`src/rtl/btn_debounce.sv`:
```
// Push-button front end: synchroniser, polarity normalisation and counter-based
// debounce FSM producing a clean level, press/release pulses and a 4-bit press count.
module btn_debounce #(
  parameter int unsigned DEBOUNCE_CYCLES = 250000,
  parameter int unsigned SYNC_STAGES     = 2,
  parameter bit          ACTIVE_LOW      = 1'b1
) (
  input  logic       clk,
  input  logic       rst,
  input  logic       btn_in,
  input  logic       cnt_clr,
  output logic       btn_level,
  output logic       press_pulse,
  output logic       release_pulse,
  output logic [3:0] press_count
);

  localparam int unsigned CW = $clog2(DEBOUNCE_CYCLES);
  localparam logic [CW-1:0] CNT_MAX = CW'(DEBOUNCE_CYCLES - 1);

  typedef enum logic [1:0] {
    IDLE,
    PRESS_WAIT,
    PRESSED,
    RELEASE_WAIT
  } state_t;

  logic [SYNC_STAGES-1:0] r_sync;
  state_t                 r_state;
  state_t                 w_state_nxt;
  logic [CW-1:0]          r_cnt;
  logic [CW-1:0]          w_cnt_nxt;
  logic                   w_s;
  logic                   w_press;
  logic                   w_release;
  logic                   w_level_nxt;
  logic                   r_level;
  logic                   r_press;
  logic                   r_release;
  logic [3:0]             r_count;

  // Chain resets to the released pin level so reset never looks like a press.
  always_ff @(posedge clk) begin
    if (rst) begin
      r_sync <= {SYNC_STAGES{ACTIVE_LOW}};
    end else begin
      r_sync <= {r_sync[SYNC_STAGES-2:0], btn_in};
    end
  end

  assign w_s = r_sync[SYNC_STAGES-1] ^ ACTIVE_LOW;

  always_comb begin
    w_state_nxt = r_state;
    w_cnt_nxt   = r_cnt;
    w_press     = 1'b0;
    w_release   = 1'b0;
    case (r_state)
      IDLE: begin
        if (w_s) begin
          w_state_nxt = PRESS_WAIT;
          w_cnt_nxt   = '0;
        end
      end
      PRESS_WAIT: begin
        if (!w_s) begin
          w_state_nxt = IDLE;
          w_cnt_nxt   = '0;
        end else if (r_cnt == CNT_MAX) begin
          w_state_nxt = PRESSED;
          w_cnt_nxt   = '0;
          w_press     = 1'b1;
        end else begin
          w_cnt_nxt = r_cnt + CW'(1);
        end
      end
      PRESSED: begin
        if (!w_s) begin
          w_state_nxt = RELEASE_WAIT;
          w_cnt_nxt   = '0;
        end
      end
      RELEASE_WAIT: begin
        if (w_s) begin
          w_state_nxt = PRESSED;
          w_cnt_nxt   = '0;
        end else if (r_cnt == CNT_MAX) begin
          w_state_nxt = IDLE;
          w_cnt_nxt   = '0;
          w_release   = 1'b1;
        end else begin
          w_cnt_nxt = r_cnt + CW'(1);
        end
      end
      default: begin
        w_state_nxt = IDLE;
        w_cnt_nxt   = '0;
      end
    endcase
    w_level_nxt = (w_state_nxt == PRESSED) || (w_state_nxt == RELEASE_WAIT);
  end

  // Outputs are registered from next-state so they change on the transition edge.
  always_ff @(posedge clk) begin
    if (rst) begin
      r_state   <= IDLE;
      r_cnt     <= '0;
      r_level   <= 1'b0;
      r_press   <= 1'b0;
      r_release <= 1'b0;
      r_count   <= '0;
    end else begin
      r_state   <= w_state_nxt;
      r_cnt     <= w_cnt_nxt;
      r_level   <= w_level_nxt;
      r_press   <= w_press;
      r_release <= w_release;
      if (cnt_clr) begin
        r_count <= '0;
      end else if (w_press) begin
        r_count <= r_count + 4'd1;
      end
    end
  end

  assign btn_level     = r_level;
  assign press_pulse   = r_press;
  assign release_pulse = r_release;
  assign press_count   = r_count;

endmodule

```
`config.mk`:
```
export PLATFORM = sky130hd
export DESIGN_NAME = btn_debounce
export DESIGN_NICKNAME = d
export VERILOG_FILES = /design/src/rtl/btn_debounce.sv
export SDC_FILE = /design/constraint.sdc
export NUM_CORES = 1
export LEC_CHECK = 0
export ABC_AREA = 1
export CAP_MARGIN = 20
export CORE_MARGIN = 1.5
export CORE_UTILIZATION = 55
export CTS_CLUSTER_SIZE = 28
export DETAILED_ROUTE_END_ITERATION = 12
export GPL_TIMING_DRIVEN = 0
export PLACE_DENSITY_LB_ADDON = 0.1
export SETUP_SLACK_MARGIN = 0.2
export SYNTH_ARGS = -nofsm -noshare
export SYNTH_HDL_FRONTEND = slang
export SYNTH_SLANG_ARGS = --single-unit
```
`constraint.sdc`:
```
create_clock -name clk -period 1.53 [get_ports clk]
set_input_delay 0.306 -clock clk [delete_from_list [all_inputs] [get_ports clk]]
set_output_delay 0.306 -clock clk [all_outputs]
set_load 0.01 [all_outputs]
```
# Word level (Yosys, flattened, before mapping)
# Cells that the tools add are included.
# word_totals
ff_bits,29
wordCells,40
# classes
addsub,2
eq_ne,8
n_mux,16
bitwise_logic,2
reduce_logical,5
# op_table
op,n
$mux W18,5
$pmux W18 S4,1
$add A18 B1 Y18 const B,1
$eq A18 B18 Y1 const B,1
$mux W2,6
$eq A2 B2 Y1 const B,4
$pmux W2 S4,1
$add A4 B1 Y4 const B,1
$ne A2 B2 Y1 const B,2
$mux W1,3
$reduce_or A3 Y1,1
$eq A2 B1 Y1 const B,1
$logic_not A2 Y1,1
$not A1 Y1,2
$reduce_and A2 Y1,1
$reduce_or A2 Y1,1
$logic_or A1 B1 Y1,1

# Longest topological paths before layout
# Gate-level depths: netlist (run 1).
# depth
word_depth,6
mapped_depth,10
ltp_nobuf,10

# Least setup slack after synthesis (run 1)
# OpenSTA, ideal clock, no wires.
# synth_timing
path_kind,register to register
from,reg r_cnt[0]
to,reg r_cnt[0]
setup_time_ns,0.115
t_arrival_ns,1.255
path_slack_ns,0.160
path_stages_with_launch,9
n_path_buf,1
synth_period_minus_slack_ns,1.370
path_cell_list,dfxtp_1 -> ha_1 -> nand2_1 -> nor2_4 -> nand3_4 -> nand2_4 -> inv_2 -> buf_6 -> o21a_1
# synth_between
elab_chain_len,4
# synth_rtl
element,line_no,text
"start, declared",31,logic [CW-1:0] r_cnt;
"start signal, assigned",114,r_cnt <= w_cnt_nxt;
$add A18 B1 Y18 or $eq A18 B18 Y1 (tied branches),-,
$mux W18 *,"69, 87",
"$mux W18, on equally long branches","84, 66",
$pmux W18 S4 *,58,case (r_state)
# Mark *: on every way between the ends. The rest lies on a longest branch, timed or not.
# A chain may end at the register's enable or synchronous reset.

# Worst setup path after layout (run 1)
# layout_timing
from,reg r_cnt[1]
to,reg r_cnt[14]
# The elaborated chain is that of the path after synthesis.

==> flow_metrics.py, run 1 <==
metrics = {
    "status": {
        "status": "complete, no violations",
    },
    "floorplanning": {
        "die_w_um": 58.8,
        "start_util": 0.571,
        "design.die.area_um2": 3460,
        "ioPinCount": 11,
        "core_um2": 3000,
        "floorplan.die.height_um": 58.8,
        "rows": 20,
    },
    "sta": {
        "final.setup.tns_ps": 0,
        "period_needed_ps": 1460,
        "hold_viol": 0,
        "fin_hold_ws_ps": 170,
        "fmax_mhz": 685,
        "slew_headroom": 0.584,
        "post-route-period-util": 0.954,
        "finalSetupViolations": 0,
        "rsz0062_at_grt": "true",
        "setup_slack_ps": 70.2,
        "worst_pin_slew_ps": 624,
        "clock_skew_ps": 14.3,
        "slew_violations": 0,
    },
    "critical_path": {
        "slowest_stage": "dfxtp_4",
        "rr_worst_depth": 11,
        "required_ps": 1730,
        "slowest_delay_ps": 370,
        "path_cells": "ha_4, nand2_4, inv_4, buf_12, nand3b_4, nor2_4, nand2_2, nand2_1, nand2_1, nand2_1, a21oi_2",
        "worstSetupPathType": "reg2reg",
        "rr_startpoint": "r_cnt[1]",
        "start_kind": "register",
        "r2r_end": "r_cnt[14]",
        "endpoint_kind": "register",
        "r2r_slack_ps": 70,
        "arrival_ps": 1660,
        "crit_path_frequent_cell": "nand2_1",
        "crit_path_max_fanout": 5,
    },
    "clock_tree": {
        "clkLatencyLatePin_ps": 340,
        "clock-sinks": 29,
        "clockRootBuffer": "clkbuf_4",
        "clock_path_buffers": 2,
        "cts_max_level": 2,
        "cts_tree": "built",
        "path_clk_slew_ps": 90,
        "cts_buffers": 5,
    },
    "logic_synthesis": {
        "ys_ff_latch": 29,
        "synth_warnings": 0,
        "syn_avg_cell_area_um2": 7.17,
        "syn_inst": 239,
        "synth_nets": 245,
        "yosysSeqAreaShare": 0.339,
        "syn_area_um2": 1710,
        "synth.distinct_cells": 30,
    },
    "power": {
        "p_int_mw": 1.16,
        "pwr-share-clk": 0.449,
        "power_leakage_nw": 0.938,
        "seqPwrFrac": 0.512,
        "switching_power_mw": 0.310,
        "swShare": 0.211,
        "combPwrFrac": 0.039,
        "finalPower_mw": 1.47,
        "ir_worst_vdd_mv": 0.536,
        "power_density_nw_per_um2": 633,
    },
    "drt": {
        "dr_total_vias": 1640,
        "post-route-drc-count": 0,
        "drt_iter0_markers": 116,
        "drt_pass1_iterations": 4,
        "routed_via_density": 5.36,
        "post_drt_wl_per_cell_um": 13.0,
        "ant_nets": 0,
        "routed_wl_um": 3990,
    },
    "global_route": {
        "grt_pass1_vias": 1473,
        "track_usage": 0.255,
        "grt_first_pass_wirelength_um": 6660,
        "grt_max_degree": 11,
        "gr-total-overflow": 0,
        "grt_antenna_before_repair": 0,
    },
    "place": {
        "place_ws_ps": 12.5,
        "port_buffers": 9,
        "place_inst": 281,
        "place_area_um2": 1860,
        "hpwl_um": 2560,
        "globalplace.congestion": 0.866,
    },
    "finish": {
        "layout-drive-gt1-share": 0.421,
        "fillers": 223,
        "instances_no_fill": 306,
        "final_area_um2": 2320,
        "fin_nets": 278,
        "post-route-util": 0.774,
        "diodes": 0,
        "multi_input_area_um2": 1170,
        "seq_area_um2": 611,
        "area_growth_pct": 35.6,
    },
    "job": {
        "max_cap_violations": 0,
    },
    "worst_hold_path": {
        "hold_depth": 2,
        "hp-start": "rst",
        "hold_class": "in2reg",
        "hold_end": "press_pulse",
    },
}
timing repair:
item                                   CTS  global route
gates cloned                             1             0
pin swaps                               23            13
buffers inserted                        14             2
endpoints found under the hold margin    0             0
setup endpoints to repair               28            29
hold buffers                             0             0
resized for setup                       64            26
sequential cells by signal (all words and copies together) (netlist names):
| signal | flops |
|---|---|
| r_sync | 2 |
| press_pulse | 1 |
| r_state | 2 |
| press_count | 4 |
| btn_level | 1 |
| r_cnt | 18 |
| release_pulse | 1 |
placed cells by master, fill, tap and decap left out, types with 3 or more instances in the layout:
cell type and instances:
nand2_1 45, inv_1 21, nor2_1 17, dfxtp_2 15, nor2_4 14, a21oi_1 13, nand4_1 12, nand2_2 12
buf_4 12, dfxtp_1 11, nand3_1 10, buf_6 8, a21oi_2 8, nand2_4 7, o21ai_0 6, nand3_2 5
clkbuf_4 5, dlygate4sd2_1 5, inv_2 4, xor2_1 4, inv_4 3, nor3_1 3, nor2_2 3, dfxtp_4 3
power by group through the flow:
stage / clock network, mW / logic, mW / registers (mW)
2_1_floorplan: 0 / 0.0321 / 0.776
3_3_place_gp: 0 / 0.0488 / 0.777
3_5_place_dp: 0 / 0.0488 / 0.777
4_1_cts: 0.674 / 0.0548 / 0.756
5_1_grt: 0.706 / 0.0628 / 0.755
6_report: 0.661 / 0.0567 / 0.754
layer usage:
metal,vias to the layer above,routed length (um),global-route usage
met4,0,71,0.104
met5,-,0,0
li1,841,-,-
met1,761,1830,0.329
met2,29,1910,0.408
met3,9,183,0.0615
cells by family after synthesis:
family | count (synthesis) | synth area share
buf+inv | 34 | 0.0927
simple gates | 138 | 0.431
flops | 29 | 0.339
compound gates | 30 | 0.0927
xor+xnor | 6 | 0.0307
fa+ha+maj | 2 | 0.0146
Yosys cell counts:
cell | count | area share
buf_2 | 1 | 0.0029
clkbuf_1 | 1 | 0.0022
nand4_1 | 12 | 0.044
nor3_1 | 4 | 0.012
nor2_4 | 8 | 0.053
a21oi_1 | 20 | 0.058
dfxtp_1 | 29 | 0.34
nand3b_4 | 1 | 0.012
xor2_1 | 5 | 0.026
nand4_4 | 1 | 0.012
nor2_1 | 22 | 0.048
xnor2_1 | 1 | 0.0051
nor3_2 | 1 | 0.0058
a21oi_2 | 1 | 0.0051
o21a_1 | 2 | 0.0088
o21ai_1 | 1 | 0.0029
inv_1 | 26 | 0.057
nand3_4 | 1 | 0.010
nand3_1 | 16 | 0.047
inv_2 | 2 | 0.0044
buf_6 | 4 | 0.026
o21ai_0 | 6 | 0.018
nand3b_1 | 1 | 0.0044
nand2_1 | 58 | 0.13
nand2_4 | 1 | 0.0066
nand2_2 | 5 | 0.018
nor2_2 | 4 | 0.015
or2_2 | 2 | 0.0073
ha_1 | 2 | 0.015
nor3_4 | 1 | 0.0095
critical path: cells and delay by family, from the launching register on:
family	cells	cell delay (ps)
and+or+nand+nor	7	590
buffers and inverters	2	170
DFF	1	370
adders and majority gates	1	140
AOI/OAI and AO/OA	1	50
worst max path at each step:
stage / cells past startpoint / endpoint / slack [ps] / from
2_1_floorplan: 8 / r_cnt[0] / 220 / r_cnt[1]
3_3_place_gp: 9 / press_count[2] / 40 / r_cnt[0]
3_5_place_dp: 9 / press_count[3] / 10 / r_cnt[0]
4_1_cts: 10 / r_cnt[16] / 100 / r_cnt[0]
5_1_grt: 11 / r_cnt[14] / -10 / r_cnt[1]
6_report: 11 / r_cnt[14] / 70 / r_cnt[1]
final cells by class:
type | count | area share
inverter | 28 | 0.0484
clock inverter | 1 | 0.0129
clock buffer | 7 | 0.0237
tap | 33 | 0.0178
multi-input combinational | 176 | 0.504
buffer | 6 | 0.0258
sequential | 29 | 0.263
timing repair buffer | 26 | 0.104
No activity file was read; power rests on OpenSTA's default activity.
==> inputs of run 2 (changes only) <==
- MAX_ROUTING_LAYER: default -> met4
==> run 2 against run 1 <==
Effect of this change:
- routed wire length increased by 0.35%
- flip-flop and latch count unchanged
- first-iteration DRC count down 6.9%
- critical endpoint unchanged
==> flow_metrics.py, run 2 (synthesis gave the netlist of run 1 again) <==
metrics = {
    "drt": {
        "routed_wl_um": 4010,
        "dr_total_vias": 1653,
        "routed_via_density": 5.40,
        "drt_pass1_iterations": 4,
        "post_drt_wl_per_cell_um": 13.1,
        "post-route-drc-count": 0,
        "drt_iter0_markers": 108,
        "ant_nets": 0,
    },
    "place": {
        "port_buffers": 9,
        "hpwl_um": 2560,
        "globalplace.congestion": 0.880,
        "place_ws_ps": 12.5,
    },
    "floorplanning": {
        "rows": 20,
        "core_um2": 3000,
        "die_w_um": 58.8,
        "design.die.area_um2": 3460,
        "floorplan.die.height_um": 58.8,
        "ioPinCount": 11,
        "start_util": 0.571,
    },
    "global_route": {
        "gr-total-overflow": 0,
        "grt_first_pass_wirelength_um": 6660,
        "grt_antenna_before_repair": 0,
        "grt_pass1_vias": 1474,
        "grt_max_degree": 11,
        "track_usage": 0.263,
    },
    "finish": {
        "largest_reg_flops": 18,
        "layout-drive-gt1-share": 0.421,
        "largest_register": "r_cnt",
        "final_common_cell": "nand2_1",
        "post-route-util": 0.774,
        "diodes": 0,
        "area_growth_pct": 35.6,
        "mostFrequentLayoutCells": "45 x nand2_1, 21 x inv_1, 17 x nor2_1",
        "fin_nets": 278,
    },
    "sta": {
        "clock_skew_ps": 14.9,
        "setup_slack_ps": 71.4,
        "slew_headroom": 0.585,
        "hold_viol": 0,
        "post-route-period-util": 0.953,
        "final.setup.tns_ps": 0,
        "worst_pin_slew_ps": 623,
        "fmax_mhz": 686,
        "slew_violations": 0,
        "finalSetupViolations": 0,
        "rsz0062_at_grt": "true",
        "period_needed_ps": 1460,
    },
    "clock_tree": {
        "clock-sinks": 29,
        "clock_path_buffers": 2,
        "cts_tree": "built",
        "cts_buffers": 5,
        "ctsHoldBuffers": 0,
        "path_clk_slew_ps": 90,
        "clkLatencyLatePin_ps": 340,
        "clockRootBuffer": "clkbuf_4",
        "cts_max_level": 2,
    },
    "status": {
        "status": "complete, no violations",
    },
    "critical_path": {
        "endpoint_kind": "register",
        "worstSetupPathType": "reg2reg",
        "arrival_ps": 1650,
        "start_kind": "register",
        "required_ps": 1720,
        "crit_path_max_fanout": 5,
    },
    "job": {
        "max_cap_violations": 0,
    },
    "power": {
        "power_leakage_nw": 0.938,
        "ir_worst_vdd_mv": 0.536,
        "finalPower_mw": 1.47,
        "power_density_nw_per_um2": 631,
    },
    "worst_hold_path": {
        "hold_class": "in2reg",
    },
}
==> run 2: cell counts in the layout (fill, tap and decap cells not counted) <==
No cell type changed its count.
==> run 2: area by class of cell <==
class / instances / area [um2]
Buffer: 6 / 60.1
Clock buffer: 7 / 55.1
Clock inverter: 1 / 30.0
Fill cell: 223 / 678
Inverter: 28 / 113
Multi-Input combinational cell: 176 / 1170
Sequential cell: 29 / 611
Tap cell: 33 / 41.3
Timing Repair Buffer: 26 / 243
==> run 2: final timing paths <==
check / end / startpoint / slack (ps) / cells past startpoint
max: r_cnt[14] / r_cnt[1] / 70 / 11
min: press_pulse / rst / 180 / 2
max reg2reg: r_cnt[14] / r_cnt[1] / 70 / 11
min reg2reg: r_sync[1] / r_sync[0] / 420 / 1
==> run 2: stage by stage <==
| step | area, um2 | std cells | hold slack [ps] |
|---|---|---|---|
| finish | 2320 | 306 | 176 |
| global route | 2320 | 306 | 160 |
| CTS | 2230 | 304 | 171 |
| detailed placement | 1860 | 281 | 398 |
| global placement | 1860 | 281 | 392 |
| floorplan | 1730 | 239 | 389 |
==> run 2: power breakdown <==
group / leakage, nW / internal [mW] / switching, mW
Clock: 0.0455 / 0.390 / 0.266
Sequential: 0.243 / 0.752 / 0.00193
Combinational: 0.650 / 0.0193 / 0.0378
==> run 2: critical path, stage by stage (launching register included) <==
cell and delay (ps):
dfxtp_4 370, ha_4 140, nand2_4 70, inv_4 80
buf_12 90, nand3b_4 90, nor2_4 180, nand2_2 80
nand2_1 60, nand2_1 40, nand2_1 70, a21oi_2 50
==> run 2: timing repair <==
action,in CTS,in global routing
resized for setup,64,26
setup buffers,14,2
pin swaps,23,13
gates cloned,1,0
endpoints found under the setup margin,28,29
==> run 2: metal layers <==
metal	track usage	routed length, um	vias to the layer above
li1	-	-	843
met1	0.329	1850	766
met2	0.408	1940	37
met3	0.0615	167	7
met4	0.104	51	0
met5	-	0	-
==> inputs of run 3 (changes only) <==
- GPL_ROUTABILITY_DRIVEN: default -> 0
==> results of run 3 <==
The final DEF is identical to that of run 2; final timing and power are the same.
